--- config.mk ---
export PLATFORM = sky130hd
export DESIGN_NAME = mem_access_ctrl_flat
export DESIGN_NICKNAME = d
export VERILOG_FILES = /design/src/rtl/mem_access_pkg.sv /design/src/rtl/mem_access_ctrl_if.sv /design/src/rtl/mem_lane_unit.sv /design/src/rtl/mem_access_ctrl.sv /design/src/flat_wrapper.sv
export SDC_FILE = /design/constraint.sdc
export NUM_CORES = 1
export LEC_CHECK = 0
export CAP_MARGIN = 15
export CORE_ASPECT_RATIO = 1.75
export CORE_UTILIZATION = 42
export CTS_CLUSTER_SIZE = 24
export DETAILED_ROUTE_END_ITERATION = 8
export PLACE_DENSITY = 0.77
export SLEW_MARGIN = 20
export SYNTH_ARGS = -nofsm -noshare
export SYNTH_HDL_FRONTEND = slang
export SYNTH_HIERARCHICAL = 1
export SYNTH_SLANG_ARGS = --single-unit
--- constraint.sdc ---
create_clock -name clk -period 1.9 [get_ports clk]
set_clock_uncertainty 0.15 [all_clocks]
set_input_delay 0.38 -clock clk [delete_from_list [all_inputs] [get_ports clk]]
set_output_delay 0.38 -clock clk [all_outputs]
set_load 0.02 [all_outputs]
--- src/rtl/mem_access_pkg.sv ---
`default_nettype none
// ============================================================================
//  Module      : mem_access_pkg
//  Description : Shared types and constants for the data-memory access
//                controller: op codes, FSM state encoding, exception codes.
//  Revision    : 1.0  initial release
// ============================================================================
package mem_access_pkg;

    typedef enum logic [2:0] {
        OP_LW  = 3'd0,
        OP_LH  = 3'd1,
        OP_LHU = 3'd2,
        OP_LB  = 3'd3,
        OP_LBU = 3'd4,
        OP_SW  = 3'd5,
        OP_SB  = 3'd6,
        OP_SH  = 3'd7
    } op_e;

    typedef enum logic [1:0] {
        ST_IDLE  = 2'd0,
        ST_READ  = 2'd1,
        ST_WRITE = 2'd2,
        ST_RESP  = 2'd3
    } state_e;

    localparam logic [1:0] EXC_NONE  = 2'd0;
    localparam logic [1:0] EXC_ALIGN = 2'd1;
    localparam logic [1:0] EXC_RANGE = 2'd2;

    // Any op that ends in a memory write.
    function automatic logic is_store(input op_e op);
        return (op == OP_SW) || (op == OP_SB) || (op == OP_SH);
    endfunction

    // Word ops need both low bits clear, half-word ops need bit 0 clear.
    function automatic logic is_misaligned(input op_e op, input logic [1:0] lo);
        case (op)
            OP_LW, OP_SW:         return lo != 2'b00;
            OP_LH, OP_LHU, OP_SH: return lo[0];
            default:              return 1'b0;
        endcase
    endfunction

endpackage
`default_nettype wire

--- src/rtl/mem_access_ctrl_if.sv ---
`default_nettype none
// ============================================================================
//  Module      : mem_access_ctrl_if
//  Description : Request/response bundle from the MEM stage plus the word
//                memory bus. The controller uses the slave view; the
//                pipeline/memory side uses the master view.
//  Revision    : 1.0  initial release
// ============================================================================
interface mem_access_ctrl_if;
    import mem_access_pkg::*;

    logic        req_valid;
    logic        req_ready;
    op_e         req_op;
    logic [31:0] req_addr;
    logic [31:0] req_wdata;
    logic [31:0] req_pc;
    logic        resp_valid;
    logic [31:0] resp_rdata;
    logic [1:0]  resp_exc;
    logic [31:0] mem_addr;
    logic [31:0] mem_wdata;
    logic        mem_we;
    logic [31:0] mem_pc;
    logic [31:0] mem_rdata;

    modport slave (
        input  req_valid, req_op, req_addr, req_wdata, req_pc, mem_rdata,
        output req_ready, resp_valid, resp_rdata, resp_exc,
               mem_addr, mem_wdata, mem_we, mem_pc
    );

    modport master (
        output req_valid, req_op, req_addr, req_wdata, req_pc, mem_rdata,
        input  req_ready, resp_valid, resp_rdata, resp_exc,
               mem_addr, mem_wdata, mem_we, mem_pc
    );

endinterface
`default_nettype wire

--- src/rtl/mem_lane_unit.sv ---
`default_nettype none
// ============================================================================
//  Module      : mem_lane_unit
//  Description : Combinational byte-lane logic: extracts and extends load
//                data, and merges sub-word store data into the read word.
//                Lanes are little-endian (byte k at bits [8k+7:8k]).
//  Revision    : 1.0  initial release
// ============================================================================
module mem_lane_unit
    import mem_access_pkg::*;
(
    input  op_e         op,
    input  logic [1:0]  addr_lo,
    input  logic [31:0] rdata,
    input  logic [15:0] wdata_lo,
    output logic [31:0] load_data,
    output logic [31:0] merge_data
);

    logic [7:0]  byte_sel;
    logic [15:0] half_sel;

    // Select the addressed byte / half-word, then extend or merge by op.
    always_comb begin
        byte_sel   = rdata[7:0];
        half_sel   = addr_lo[1] ? rdata[31:16] : rdata[15:0];
        load_data  = 32'd0;
        merge_data = rdata;

        case (addr_lo)
            2'd0:    byte_sel = rdata[7:0];
            2'd1:    byte_sel = rdata[15:8];
            2'd2:    byte_sel = rdata[23:16];
            default: byte_sel = rdata[31:24];
        endcase

        case (op)
            OP_LW:  load_data = rdata;
            OP_LH:  load_data = {{16{half_sel[15]}}, half_sel};
            OP_LHU: load_data = {16'd0, half_sel};
            OP_LB:  load_data = {{24{byte_sel[7]}}, byte_sel};
            OP_LBU: load_data = {24'd0, byte_sel};
            OP_SB: begin
                case (addr_lo)
                    2'd0:    merge_data = {rdata[31:8], wdata_lo[7:0]};
                    2'd1:    merge_data = {rdata[31:16], wdata_lo[7:0], rdata[7:0]};
                    2'd2:    merge_data = {rdata[31:24], wdata_lo[7:0], rdata[15:0]};
                    default: merge_data = {wdata_lo[7:0], rdata[23:0]};
                endcase
            end
            OP_SH: begin
                merge_data = addr_lo[1] ? {wdata_lo, rdata[15:0]}
                                        : {rdata[31:16], wdata_lo};
            end
            default: ;
        endcase
    end

endmodule
`default_nettype wire

--- src/rtl/mem_access_ctrl.sv ---
`default_nettype none
// ============================================================================
//  Module      : mem_access_ctrl
//  Description : MEM-stage initiator for a word-only data memory. Loads are
//                one read, SW is one write, SB/SH are read-modify-write.
//                Misaligned and out-of-range requests complete without any
//                memory access.
//  Revision    : 1.0  initial release
// ============================================================================
module mem_access_ctrl
    import mem_access_pkg::*;
#(
    parameter int ADDR_WIDTH = 12
) (
    input  logic               clk,
    input  logic               reset,
    mem_access_ctrl_if.slave   bus
);

    state_e      state_q,  state_d;
    op_e         op_q,     op_d;
    logic [31:0] addr_q,   addr_d;
    logic [31:0] wdata_q,  wdata_d;
    logic [31:0] pc_q,     pc_d;
    logic [1:0]  exc_q,    exc_d;
    logic [31:0] rdata_q,  rdata_d;
    logic [31:0] merge_q,  merge_d;

    logic        accept;
    logic [1:0]  req_exc;
    logic [31:0] lane_load;
    logic [31:0] lane_merge;

    assign accept = bus.req_valid && (state_q == ST_IDLE);

    // Classify the incoming request; alignment outranks range.
    always_comb begin
        req_exc = EXC_NONE;
        if (is_misaligned(bus.req_op, bus.req_addr[1:0])) begin
            req_exc = EXC_ALIGN;
        end else if ((bus.req_addr >> (ADDR_WIDTH + 2)) != 32'd0) begin
            req_exc = EXC_RANGE;
        end
    end

    mem_lane_unit u_lane (
        .op         (op_q),
        .addr_lo    (addr_q[1:0]),
        .rdata      (bus.mem_rdata),
        .wdata_lo   (wdata_q[15:0]),
        .load_data  (lane_load),
        .merge_data (lane_merge)
    );

    // State and datapath registers.
    always_ff @(posedge clk) begin
        if (reset) begin
            state_q <= ST_IDLE;
            op_q    <= OP_LW;
            addr_q  <= 32'd0;
            wdata_q <= 32'd0;
            pc_q    <= 32'd0;
            exc_q   <= EXC_NONE;
            rdata_q <= 32'd0;
            merge_q <= 32'd0;
        end else begin
            state_q <= state_d;
            op_q    <= op_d;
            addr_q  <= addr_d;
            wdata_q <= wdata_d;
            pc_q    <= pc_d;
            exc_q   <= exc_d;
            rdata_q <= rdata_d;
            merge_q <= merge_d;
        end
    end

    // Next-state logic.
    always_comb begin
        state_d = state_q;
        case (state_q)
            ST_IDLE: begin
                if (accept) begin
                    if (req_exc != EXC_NONE) begin
                        state_d = ST_RESP;
                    end else if (bus.req_op == OP_SW) begin
                        state_d = ST_WRITE;
                    end else begin
                        state_d = ST_READ;
                    end
                end
            end
            ST_READ:  state_d = is_store(op_q) ? ST_WRITE : ST_RESP;
            ST_WRITE: state_d = ST_RESP;
            default:  state_d = ST_IDLE;
        endcase
    end

    // Datapath latches: capture on accept, load result or RMW word in READ.
    always_comb begin
        op_d    = op_q;
        addr_d  = addr_q;
        wdata_d = wdata_q;
        pc_d    = pc_q;
        exc_d   = exc_q;
        rdata_d = rdata_q;
        merge_d = merge_q;
        if (accept) begin
            op_d    = bus.req_op;
            addr_d  = bus.req_addr;
            wdata_d = bus.req_wdata;
            pc_d    = bus.req_pc;
            exc_d   = req_exc;
            rdata_d = 32'd0;
        end else if (state_q == ST_READ) begin
            if (is_store(op_q)) begin
                merge_d = lane_merge;
            end else begin
                rdata_d = lane_load;
            end
        end
    end

    // FSM-decoded outputs; reset gates the write strobe immediately.
    always_comb begin
        bus.req_ready  = (state_q == ST_IDLE);
        bus.resp_valid = (state_q == ST_RESP);
        bus.mem_we     = (state_q == ST_WRITE) && !reset;
    end

    assign bus.mem_addr   = {addr_q[31:2], 2'b00};
    assign bus.mem_wdata  = (op_q == OP_SW) ? wdata_q : merge_q;
    assign bus.mem_pc     = pc_q;
    assign bus.resp_rdata = rdata_q;
    assign bus.resp_exc   = exc_q;

endmodule
`default_nettype wire

--- src/flat_wrapper.sv ---
// flat-port wrapper written by rule: the top's interface ports become plain ports
module mem_access_ctrl_flat import mem_access_pkg::*;
#(
    parameter int ADDR_WIDTH = 12
)
  (clk, reset, bus_req_valid, bus_req_op, bus_req_addr, bus_req_wdata, bus_req_pc, bus_mem_rdata, bus_req_ready, bus_resp_valid, bus_resp_rdata, bus_resp_exc, bus_mem_addr, bus_mem_wdata, bus_mem_we, bus_mem_pc);
  mem_access_ctrl_if bus_i ();
  input  logic clk;
  input  logic reset;
  input wire logic [$bits(bus_i.req_valid)-1:0] bus_req_valid;
  input wire logic [$bits(bus_i.req_op)-1:0] bus_req_op;
  input wire logic [$bits(bus_i.req_addr)-1:0] bus_req_addr;
  input wire logic [$bits(bus_i.req_wdata)-1:0] bus_req_wdata;
  input wire logic [$bits(bus_i.req_pc)-1:0] bus_req_pc;
  input wire logic [$bits(bus_i.mem_rdata)-1:0] bus_mem_rdata;
  output wire logic [$bits(bus_i.req_ready)-1:0] bus_req_ready;
  output wire logic [$bits(bus_i.resp_valid)-1:0] bus_resp_valid;
  output wire logic [$bits(bus_i.resp_rdata)-1:0] bus_resp_rdata;
  output wire logic [$bits(bus_i.resp_exc)-1:0] bus_resp_exc;
  output wire logic [$bits(bus_i.mem_addr)-1:0] bus_mem_addr;
  output wire logic [$bits(bus_i.mem_wdata)-1:0] bus_mem_wdata;
  output wire logic [$bits(bus_i.mem_we)-1:0] bus_mem_we;
  output wire logic [$bits(bus_i.mem_pc)-1:0] bus_mem_pc;
  assign bus_i.req_valid = bus_req_valid;
  assign bus_i.req_op = bus_req_op;
  assign bus_i.req_addr = bus_req_addr;
  assign bus_i.req_wdata = bus_req_wdata;
  assign bus_i.req_pc = bus_req_pc;
  assign bus_i.mem_rdata = bus_mem_rdata;
  assign bus_req_ready = bus_i.req_ready;
  assign bus_resp_valid = bus_i.resp_valid;
  assign bus_resp_rdata = bus_i.resp_rdata;
  assign bus_resp_exc = bus_i.resp_exc;
  assign bus_mem_addr = bus_i.mem_addr;
  assign bus_mem_wdata = bus_i.mem_wdata;
  assign bus_mem_we = bus_i.mem_we;
  assign bus_mem_pc = bus_i.mem_pc;
  mem_access_ctrl #(.ADDR_WIDTH(ADDR_WIDTH)) u_core (.clk(clk), .reset(reset), .bus(bus_i));
endmodule
==> metrics.txt <==
slew at the pin with the worst max-slew slack=0.678 ns; Hold Path Class=input port to flip-flop; peak supply drop=1.00 mV; Sw Share=0.344; power per cell area=996 mW/mm^2; clock-pin transition on the worst setup and hold timing paths=0.06 ns; Power, Total=12.2 mW; Psw=4.19 mW; drt drc=0; most frequent cells after synthesis=nand2_1 (331), dfxtp_1 (167), a21oi_1 (140); Unique masters post-synth=55; via count=8288; slowest stage cell, crit path=mux2_2; dominant cell type by area after synthesis=dfxtp_1; top_reg_cell synth=dfxtp_1; Antenna Nets Post-Route=0; largest cells by area after synthesis=dfxtp_1 (40%), nand2_1 (15%), a21oi_1 (8.4%); most frequent cell after synthesis=nand2_1; root buffer cell=clkbuf_16; vias per inst=5.28; Slew Limit Headroom=0.548; drt wl/cell=17.6 um; Congestion Overflow GR=0; global placer's final weighted congestion=0.967; core footprint=0.0193 mm^2; max incr delay on CP=0.33 ns; largest net degree at the start of global routing=65; syn avg cell area=8.11 um^2; Die H=188 um; WL final=27.7 mm; initial antenna violation count=0; die area=0.0204 mm^2; vias in the first global route=8116; clk buf depth=2; Leak=5.31 nW; clk sinks=167; Post-Syn Area=0.00833 mm^2; # rows=67; DIE WIDTH=108 um; All-Layer GR Usage=0.270; area fraction of the dominant cell type after synthesis=0.401; Synth Register Bits=167; CP Capture Type=output pin; layout cell share with drive strength beyond 1=0.242; failing checks=negative setup slack; Internal=7.98 mW; placed wire-length estimate=20.4 mm; TritonCTS buffer count=17; crit path time final=2.21 ns; Comb power frac=0.358; hold buffer count at CTS=0; sequential fraction of the synthesis area=0.401; Ant. Diodes=0; fmax=452 MHz; Mapped Cells=1028; RSZ-0062 raised after global routing=yes; Hold Violations, Final=0; I/O pin count=267; final setup violating endpoints=32; worst path cell trace=nand3b_4, buf_12, clkbuf_16, mux2_2, buf_2; CTS tree=done; Clk network pwr share=0.289; first-pass GRT wire length=42.4 mm; Post-synth EDFFs=0; Slew Limit Fails=0; Final Worst Setup Slack=-0.312 ns; Max Cap Viol=0; WP data required=1.37 ns; post-layout util=0.634; Tcrit/Tclk final=1.16; Net count, final=1453; portion of total power attributed to sequential cells=0.353; status=complete, but fails checks; H-tree Lvls=4; Crit Path Max Fanout=5; input/output buffers=264; initial DRC count=417; crit start category=flip-flop; Ys Warns=6; Starting Density=0.432; worst setup path category=flip-flop to output pin; later-pin clock latency in the skew report=0.43 ns; Post-synth ARST share=0; Area Overhead vs Synth=46.6%; Pre-antenna DRT Iters=5; WP data arrival=1.68 ns
==> layer usage <==
layer / part of all wire / track usage / up-vias
li1: - / - / 4006
met1: 0.35 / 0.277 / 3833
met2: 0.52 / 0.486 / 350
met3: 0.062 / 0.0591 / 99
met4: 0.058 / 0.164 / 0
met5: 0 / 0 / -
==> final timing paths <==
check / from / to / slack [ns] / cells after the start
max: u_core/op_q[1] / bus_mem_wdata[21] / -0.31 / 5
min: reset / u_core/bus.resp_exc[1] / 0.13 / 3
max reg2reg: u_core/op_q[1] / u_core/bus.resp_rdata[11] / 0.02 / 8
min reg2reg: u_core/addr_q[2] / u_core/addr_q[2] / 0.30 / 2
==> area by class of cell <==
type                       count  area, um^2
clock inverter                 7        91.3
inverter                      17        63.8
multi-input combinational    737        4320
tap                          241         302
clock buffer                  25         505
fill                        1676        7060
timing repair buffer         375        3590
sequential                   167        3350
==> power by group through the flow <==
| stage | Clock, mW | Combinational [mW] | Sequential, mW |
|---|---|---|---|
| floorplan | 0 | 2.35 | 4.64 |
| global placement | 0 | 4.44 | 4.34 |
| detailed placement | 0 | 4.47 | 4.37 |
| CTS | 3.57 | 4.28 | 4.29 |
| global route | 3.71 | 4.69 | 4.36 |
| finish | 3.51 | 4.36 | 4.30 |
==> what timing repair did <==
| action | CTS | global route |
|---|---|---|
| endpoints found under the setup margin | 174 | 78 |
| gates resized for setup | 273 | 37 |
| buffers inserted | 4 | 2 |
| pin swaps | 4 | 7 |
| gates cloned | 2 | 2 |
==> cells by family (layout without fill, tap and decap cells) <==
group,count (synthesis),after routing,synth area share
and+or+nand+nor,420,420,0.217
AOI/OAI and AO/OA,243,243,0.183
DFF,167,167,0.401
buffers and inverters,125,424,0.0919
muxes,68,68,0.101
adders and majority gates,4,4,0.00601
other,1,2,0.000450
==> per-stage QoR <==
step | setup WS (ns) | setup TNS, ns | hold slack, ns | cell area [um^2] | std cells
final | -0.312 | -8.13 | 0.129 | 12200 | 1569
after floorplan | 0.0858 | 0 | 0.283 | 8340 | 1029
after detailed placement | -0.673 | -24.30 | 0.296 | 11500 | 1530
after CTS | -0.343 | -9.97 | 0.0985 | 12100 | 1568
after global placement | -0.673 | -24.21 | 0.290 | 11500 | 1530
after global routing | -0.373 | -10.31 | 0.122 | 12200 | 1569
==> critical path, delay by kind of cell (launching register included) <==
| kind | cells | cell delay (ns) |
|---|---|---|
| DFF | 1 | 0.32 |
| buffers and inverters | 3 | 0.43 |
| and+or+nand+nor | 1 | 0.15 |
| muxes | 1 | 0.33 |
==> placed cells by master, fill, tap and decap left out, types with 8 or more instances in the layout <==
cell type / count
clkdlybuf4s50_1: 131
buf_12: 16
clkbuf_16: 19
buf_6: 22
mux2i_1: 11
a21o_1: 16
mux2_2: 41
a21oi_2: 30
dlygate4sd2_1: 96
inv_1: 17
buf_4: 90
a222oi_1: 8
mux2_4: 9
o21ai_0: 8
dfxtp_1: 161
buf_2: 14
nor2b_1: 9
nand2_2: 31
a21oi_1: 140
nand2_1: 330
o22ai_1: 8
==> registers in the layout (all words and copies together) (netlist names) <==
name                   count
u_core/op_q                3
u_core/wdata_q            32
u_core/bus.resp_rdata     32
u_core/addr_q             32
u_core/bus.resp_exc        2
u_core/bus.mem_pc         32
u_core/merge_q            32
u_core/state_q             2
(Power assumes the default switching activity.)
